<file path="src/rtl/sseg_share_arbiter_if.sv">
// Display-sharing bundle: two requesters' req/digit inputs plus the grant, done and digit/blank feed to the display mux.
// The master side is the requesters and display mux; the slave side is the arbiter.
interface sseg_share_arbiter_if;
   logic       req0;
   logic [7:0] data0;
   logic       req1;
   logic [7:0] data1;
   logic       gnt0;
   logic       gnt1;
   logic       done0;
   logic       done1;
   logic [3:0] hex0;
   logic [3:0] hex1;
   logic       blank;

   modport master (
      output req0, data0, req1, data1,
      input  gnt0, gnt1, done0, done1, hex0, hex1, blank
   );

   modport slave (
      input  req0, data0, req1, data1,
      output gnt0, gnt1, done0, done1, hex0, hex1, blank
   );
endinterface

</file>
<file path="src/rtl/sseg_share_arbiter.sv">
// Round-robin time-share of the 2-digit display; grant/digits registered one edge after req, each window fixed at HOLD_CYCLES, no preemption.
// Requesters are never stalled, only delayed to the next window boundary; SSEG_ARB_LIVE_EN makes the digits track the owner's data every cycle.
module sseg_share_arbiter #(
   parameter int HOLD_CYCLES = 50_000_000
) (
   input  logic                clk,
   input  logic                reset,
   sseg_share_arbiter_if.slave bus
);

   localparam int            TW        = $clog2(HOLD_CYCLES + 1);
   localparam logic [TW-1:0] LAST_TICK = TW'(HOLD_CYCLES - 1);
   localparam logic [TW-1:0] TICK_ONE  = TW'(1);
   localparam logic          ONE_CYCLE = (HOLD_CYCLES == 1);

   typedef enum logic [1:0] {
      IDLE = 2'd0,
      OWN0 = 2'd1,
      OWN1 = 2'd2
   } state_t;

   state_t        state;
   logic [TW-1:0] timer;
   logic          last;
   logic          gnt0_q;
   logic          gnt1_q;
   logic          done0_q;
   logic          done1_q;
   logic [3:0]    hex0_q;
   logic [3:0]    hex1_q;
   logic          blank_q;

   logic          win_end;
   logic          arb_last;
   logic          pick0;
   logic          pick1;
   logic [TW-1:0] timer_inc;

   // At a window end the current owner counts as "last", so the other side wins a tie.
   always_comb begin
      win_end   = (state == IDLE) || (timer == LAST_TICK);
      timer_inc = timer + TICK_ONE;
      arb_last  = last;
      if (state == OWN0) begin
         arb_last = 1'b0;
      end else if (state == OWN1) begin
         arb_last = 1'b1;
      end
      pick0 = bus.req0 && (!bus.req1 || arb_last);
      pick1 = bus.req1 && !pick0;
   end

   always_ff @(posedge clk) begin
      if (reset) begin
         state   <= IDLE;
         timer   <= '0;
         last    <= 1'b1;
         gnt0_q  <= 1'b0;
         gnt1_q  <= 1'b0;
         done0_q <= 1'b0;
         done1_q <= 1'b0;
         hex0_q  <= 4'h0;
         hex1_q  <= 4'h0;
         blank_q <= 1'b1;
      end else if (win_end) begin
         if (state != IDLE) begin
            last <= (state == OWN1);
         end
         timer   <= '0;
         gnt0_q  <= pick0;
         gnt1_q  <= pick1;
         // A one-cycle window is also its own last cycle.
         done0_q <= pick0 && ONE_CYCLE;
         done1_q <= pick1 && ONE_CYCLE;
         blank_q <= !(pick0 || pick1);
         if (pick0) begin
            state  <= OWN0;
            hex1_q <= bus.data0[7:4];
            hex0_q <= bus.data0[3:0];
         end else if (pick1) begin
            state  <= OWN1;
            hex1_q <= bus.data1[7:4];
            hex0_q <= bus.data1[3:0];
         end else begin
            state  <= IDLE;
         end
      end else begin
         timer   <= timer_inc;
         done0_q <= (state == OWN0) && (timer_inc == LAST_TICK);
         done1_q <= (state == OWN1) && (timer_inc == LAST_TICK);
`ifdef SSEG_ARB_LIVE_EN
         if (state == OWN0) begin
            hex1_q <= bus.data0[7:4];
            hex0_q <= bus.data0[3:0];
         end else begin
            hex1_q <= bus.data1[7:4];
            hex0_q <= bus.data1[3:0];
         end
`else
         hex1_q <= hex1_q;
         hex0_q <= hex0_q;
`endif
      end
   end

   assign bus.gnt0  = gnt0_q;
   assign bus.gnt1  = gnt1_q;
   assign bus.done0 = done0_q;
   assign bus.done1 = done1_q;
   assign bus.hex0  = hex0_q;
   assign bus.hex1  = hex1_q;
   assign bus.blank = blank_q;

endmodule

</file>
<file path="src/flat_wrapper.sv">
// flat-port wrapper written by rule: the top's interface ports become plain ports
module sseg_share_arbiter_flat 
#(
   parameter int HOLD_CYCLES = 50_000_000
)
  (clk, reset, bus_req0, bus_data0, bus_req1, bus_data1, bus_gnt0, bus_gnt1, bus_done0, bus_done1, bus_hex0, bus_hex1, bus_blank);
  sseg_share_arbiter_if bus_i ();
  input  logic clk;
  input  logic reset;
  input wire logic [$bits(bus_i.req0)-1:0] bus_req0;
  input wire logic [$bits(bus_i.data0)-1:0] bus_data0;
  input wire logic [$bits(bus_i.req1)-1:0] bus_req1;
  input wire logic [$bits(bus_i.data1)-1:0] bus_data1;
  output wire logic [$bits(bus_i.gnt0)-1:0] bus_gnt0;
  output wire logic [$bits(bus_i.gnt1)-1:0] bus_gnt1;
  output wire logic [$bits(bus_i.done0)-1:0] bus_done0;
  output wire logic [$bits(bus_i.done1)-1:0] bus_done1;
  output wire logic [$bits(bus_i.hex0)-1:0] bus_hex0;
  output wire logic [$bits(bus_i.hex1)-1:0] bus_hex1;
  output wire logic [$bits(bus_i.blank)-1:0] bus_blank;
  assign bus_i.req0 = bus_req0;
  assign bus_i.data0 = bus_data0;
  assign bus_i.req1 = bus_req1;
  assign bus_i.data1 = bus_data1;
  assign bus_gnt0 = bus_i.gnt0;
  assign bus_gnt1 = bus_i.gnt1;
  assign bus_done0 = bus_i.done0;
  assign bus_done1 = bus_i.done1;
  assign bus_hex0 = bus_i.hex0;
  assign bus_hex1 = bus_i.hex1;
  assign bus_blank = bus_i.blank;
  sseg_share_arbiter #(.HOLD_CYCLES(HOLD_CYCLES)) u_core (.clk(clk), .reset(reset), .bus(bus_i));
endmodule
</file>
<file path="config.mk">
export PLATFORM = sky130hd
export DESIGN_NAME = sseg_share_arbiter_flat
export DESIGN_NICKNAME = d
export VERILOG_FILES = /design/src/rtl/sseg_share_arbiter_if.sv /design/src/rtl/sseg_share_arbiter.sv /design/src/flat_wrapper.sv
export SDC_FILE = /design/constraint.sdc
export NUM_CORES = 1
export LEC_CHECK = 0
export ABC_AREA = 1
export ABC_CLOCK_PERIOD_IN_PS = 1850
export BUFFER_PORTS_ARGS = -buffer_cell sky130_fd_sc_hd__buf_2
export CAP_MARGIN = 20
export CORE_UTILIZATION = 51
export DETAILED_ROUTE_END_ITERATION = 8
export PLACE_DENSITY = 0.83
export SLEW_MARGIN = 20
export SYNTH_ARGS = -nofsm -noshare
export SYNTH_HDL_FRONTEND = slang
export SYNTH_SLANG_ARGS = --single-unit
</file>
<file path="constraint.sdc">
create_clock -name clk -period 1.85 [get_ports clk]
set_clock_uncertainty 0.15 [all_clocks]
set_input_delay 0.185 -clock clk [delete_from_list [all_inputs] [get_ports clk]]
set_output_delay 0.185 -clock clk [all_outputs]
set_load 0.02 [all_outputs]
</file>
# ---- Word level (Yosys, flattened, before mapping)
# Index checks and enable logic that the tools add are counted.
dict set report totals {
  register_bits 42
  latch_bits 0
  ramBits 0
  romBits 0
  inputBits 20
  mem_count 0
}
dict set report op_classes {
  n_addsub 1
  n_mul 0
  div 0
  magnitude_cmp 0
  eq_ne 4
  shift 0
  muxes 8
  n_bitwise 0
  reduce_logical 16
}
# op count
set op_table {}
lappend op_table {{$eq A26 B26 Y1 const B} 2}
lappend op_table {{$add A26 B1 Y26 const B} 1}
lappend op_table {{$mux W4} 4}
lappend op_table {{$logic_and A1 B1 Y1} 4}
lappend op_table {{$mux W2} 2}
lappend op_table {{$reduce_and A2 Y1} 2}
lappend op_table {{$reduce_bool A2 Y1} 2}
lappend op_table {{$logic_not A1 Y1} 3}
lappend op_table {{$logic_or A1 B1 Y1} 3}
lappend op_table {{$eq A2 B1 Y1 const B} 1}
lappend op_table {{$eq A2 B2 Y1 const B} 1}
lappend op_table {{$logic_not A2 Y1} 1}
lappend op_table {{$mux W1} 2}
lappend op_table {{$reduce_or A2 Y1} 1}

# ---- Logic depth before layout (Yosys ltp)
dict set report logic_depth {
  depth_word 9
  depth_mapped 13
  mapped_depth_nobuf 13
}

# ---- Worst setup path before layout
# No wires, ideal clock.
dict set report synth_timing {
  path_type {flip-flop to flip-flop}
  start {register u_core.timer[1]}
  end {register u_core.timer[18]}
  arrival_ns 1.497
  required_ns 1.578
  setup_slack_ns 0.080
  path_stages_with_launch 12
  n_path_buf 1
  period_less_slack_ns 1.770
  cell_sequence {dfxtp_1 -> ha_1 -> nand2_2 -> nor2_8 -> nand4_1 -> nor2_1 -> nand4_1 -> nand2_2 -> nor2_2 -> clkinv_2 -> buf_6 -> a21oi_1}
}
dict set report synth_via {
  elab_chain_cells 3
  elab_cells_between_ends 4
}
# item line
set synth_lines {}
lappend synth_lines {{start: declaration} sseg_share_arbiter.sv:23} ;# logic [TW-1:0] timer;
lappend synth_lines {{start signal: assignment} sseg_share_arbiter.sv:88} ;# timer <= timer_inc;
lappend synth_lines {{parallel branches: the longest is 3 deep, another holds $add A26 B1 Y26} --}
# Parallel ways; which one is timed is not known.
# A chain may end at the register's enable or synchronous reset.

# ---- Worst setup path after layout
dict set report layout_timing {
  start {register u_core.timer[12]}
  end {register u_core.done1_q (netlist: u_core.bus.done1)}
}
dict set report layout_via {
  elab_chain_cells 3
  elab_cells_between_ends 6
}
# item line
set layout_lines {}
lappend layout_lines {{$add A26 B1 Y26 or $eq A26 B26 Y1 (tied branches)} {sseg_share_arbiter.sv:42, sseg_share_arbiter.sv:41}}
lappend layout_lines {{$eq A26 B26 Y1 or $logic_or A1 B1 Y1 (tied branches)} {sseg_share_arbiter.sv:90, sseg_share_arbiter.sv:41}}
lappend layout_lines {{$logic_and A1 B1 Y1 or $reduce_or A2 Y1 (tied branches)} --}
lappend layout_lines {{end signal: assignment} sseg_share_arbiter.sv:74} ;# done1_q <= pick1 && ONE_CYCLE;
lappend layout_lines {{end signal: assignment} sseg_share_arbiter.sv:90} ;# done1_q <= (state == OWN1) && (timer_inc == LAST_TICK);
lappend layout_lines {{end: declaration} sseg_share_arbiter.sv:28} ;# logic done1_q;
# Several ways; a longest one is shown, not always the timed one.

==> flow_metrics.tcl <==
set metrics [dict create \
    fillers 243 \
    setup_slack_ns -0.339 \
    final_cell_mix "nand2_1, nor2_1, buf_4, buf_2, inv_1" \
    crit_fanout 4 \
    drive_above_1_share_pct 37.5 \
    fin_crit_ns 2.19 \
    syn_area_sq_um 2260 \
    final_nets 467 \
    vias 2929 \
    cts_hold_buf 0 \
    ff_latch_area_sq_um 816 \
    gp_congestion 1.01 \
    io_pins 33 \
    antenna_left 0 \
    drt-total-wl_um 8490 \
    worstHoldPathType "input pin to flip-flop" \
    dp_slack_ns -0.106 \
    status "complete, but fails checks" \
    rows 23 \
    track_usage_pct 29.3 \
    finalPower_w 0.00212 \
    hold_viol_final 0 \
    critPathKind "flip-flop to flip-flop" \
    avgViaCountPerCell 5.92 \
    firstDrtPassIters 8 \
    core_sq_um 4120 \
    start_util_pct 54.9 \
    arrival_ns 2.28 \
    start_kind "flip-flop" \
    worstSetupEndpointType "flip-flop" \
    fin_crit_sh_pct 118 \
    worst_pin_slew_ns 0.394 \
    p_leak_nw 1.39 \
    synthArstFlopShare_pct 0 \
    slew_headroom_pct 73.6 \
    die_w_um 68.6 \
    layout_commonest_cell "nand2_1" \
    synth_xor_area_share_pct 0.775 \
    clk_latency_ns 0.31 \
    clk_pin_slew_ns 0.08 \
    yosys.cell_types.count 26 \
    ys.flop_type "dfxtp_1" \
    grt_setup_unrepaired "true" \
    cts.sinks 40 \
    synth_area_per_cell_sq_um 6.16 \
    synth_fa_ha_area_share_pct 1.11 \
    dp_hpwl_um 4500 \
    synth_seq_area_share_pct 35.4 \
    grt_max_degree 15 \
    setup_viol 40 \
    grt_pass1_vias 2296 \
    antenna_cells 0 \
    fmax_mhz 457 \
    cp.required_ns 1.95 \
    antenna_found_initial 0 \
    yosysWarnings 0 \
    synth_edf_count 0 \
    cts-root-buf "clkbuf_8" \
    synthMuxAreaShare_pct 0 \
    die_y_um 68.6 \
    final_max_slew_viol_count 0 \
    portBuffers 32 \
    ys_ff_latch 40 \
    routedWlPerCell_um 17.2 \
    numCtsBuffers 5 \
    grt_first_pass_wirelength_um 10000 \
    drt_iter0_markers 488 \
    grt-ovfl-total 0 \
    area_delta_synth_final_pct 45.2 \
    synthSimpleGateAreaFrac_pct 49.2 \
    fp.dieArea_sq_um 4700 \
    holdPathStages 3 \
    powerDensity_nw_per_um2 644 \
    peakVddDrop_mv 0.626 \
    cts_tree "done" \
    multiInputGateArea_sq_um 1570 \
    maxCapViolations 0 \
    synth_top_family_by_area "simple AND/OR/NAND/NOR gates" \
    synth-compound-area-share_pct 5.98 \
    h-tree-depth 2 \
    cts.path.max_buffers 2 \
    synth_nets 389 \
    drcViolationCount 0 \
    synthCells 367 \
    violations "setup timing" \
    r2r_cells 13 \
]
-- worst max-delay path: stages (launching register included) --
cell and delay, ns:
dfxtp_2 0.41, nand2_1 0.16, nor2_2 0.20, nand2_1 0.09, nor2_2 0.15, buf_4 0.14, nand2_1 0.04, nand2_1 0.06
nand2_1 0.06, nor2_1 0.14, nand2_1 0.07, nor2_1 0.16, nand3_1 0.15, nor2_1 0.13
-- area by class of cell --
type | count | share of cell area, %
clock buffers | 5 | 2.10
inverters | 34 | 4.04
repair buffers | 76 | 17.6
well taps | 50 | 1.91
flip-flops and latches | 40 | 24.8
multi-input cells | 288 | 47.7
clock inverters | 2 | 1.83
-- power breakdown --
group | total (W) | internal [W] | switching, W
sequential | 0.000912 | 0.000888 | 0.0000242
combinational | 0.000350 | 0.000144 | 0.000206
clock | 0.000854 | 0.000531 | 0.000323
-- per-stage QoR --
| step | utilization (%) | area, sq um | hold slack, ns | setup TNS, ns | instances |
|---|---|---|---|---|---|
| 2_1_floorplan | - | 2260 | 0.127 | 0 | 367 |
| 3_3_place_gp | 65.1 | 2680 | 0.296 | -0.0314 | 474 |
| 3_5_place_dp | 65.1 | 2680 | 0.299 | -2.11 | 474 |
| 4_1_cts | 72.5 | 2980 | 0.0192 | -0.340 | 490 |
| 5_1_grt | 79.8 | 3280 | 0.0503 | -8.51 | 495 |
| 6_report | 79.8 | 3280 | 0.0177 | -5.49 | 495 |
-- routing by layer --
metal | share of wire [%] | up-vias | track usage, %
li1 | - | 1312 | -
met1 | 36 | 1324 | 33.2
met2 | 48 | 217 | 46.2
met3 | 8.4 | 76 | 9.87
met4 | 6.8 | 0 | 19.8
met5 | 0 | - | 0
-- cells in the mapped netlist, types with 3 or more instances --
cell | instances | area, sq um
nand2_1 | 134 | 503
nand4_1 | 9 | 56.3
nand2_2 | 6 | 37.5
nor4_1 | 3 | 18.8
dfxtp_1 | 40 | 801
a21oi_1 | 19 | 95.1
nor2_4 | 3 | 33.8
nand3_1 | 28 | 140
buf_6 | 3 | 33.8
inv_1 | 32 | 120
o21ai_1 | 3 | 15.0
nor2_2 | 6 | 37.5
nor2_1 | 64 | 240
-- kinds of logic (layout without fill, tap and decap cells) --
logic type                 count (synthesis)  after routing
and+or+nand+nor                          258            258
DFF                                       40             40
buffers and inverters                     39            117
AOI/OAI and AO/OA                         26             26
adders and majority gates                  2              2
xor gates and xnor gates                   2              2
-- flip-flops by register name, summed over array words and instances, names as in the netlist --
signal,flops
u_core.bus.hex1,4
u_core.bus.blank,1
u_core.bus.hex0,4
u_core.state,1
u_core.bus.done1,1
u_core.bus.gnt1,1
u_core.bus.done0,1
u_core.last,1
u_core.timer,26
-- repair_timing --
item	CTS	global route
setup buffers	8	3
endpoints found under the setup margin	39	40
gates cloned	1	2
pin swaps	13	14
gates resized for setup	29	66
-- worst paths after layout --
path,endpoint,slack (ns),from
setup / recovery,u_core.bus.done1,-0.34,u_core.timer[12]
hold / removal,u_core.bus.gnt1,0.02,bus_req1
setup reg to reg,u_core.bus.done1,-0.34,u_core.timer[12]
hold reg to reg,u_core.bus.hex1[3],0.32,u_core.bus.hex1[3]
Note: power is estimated with default switching activity, not from simulation.
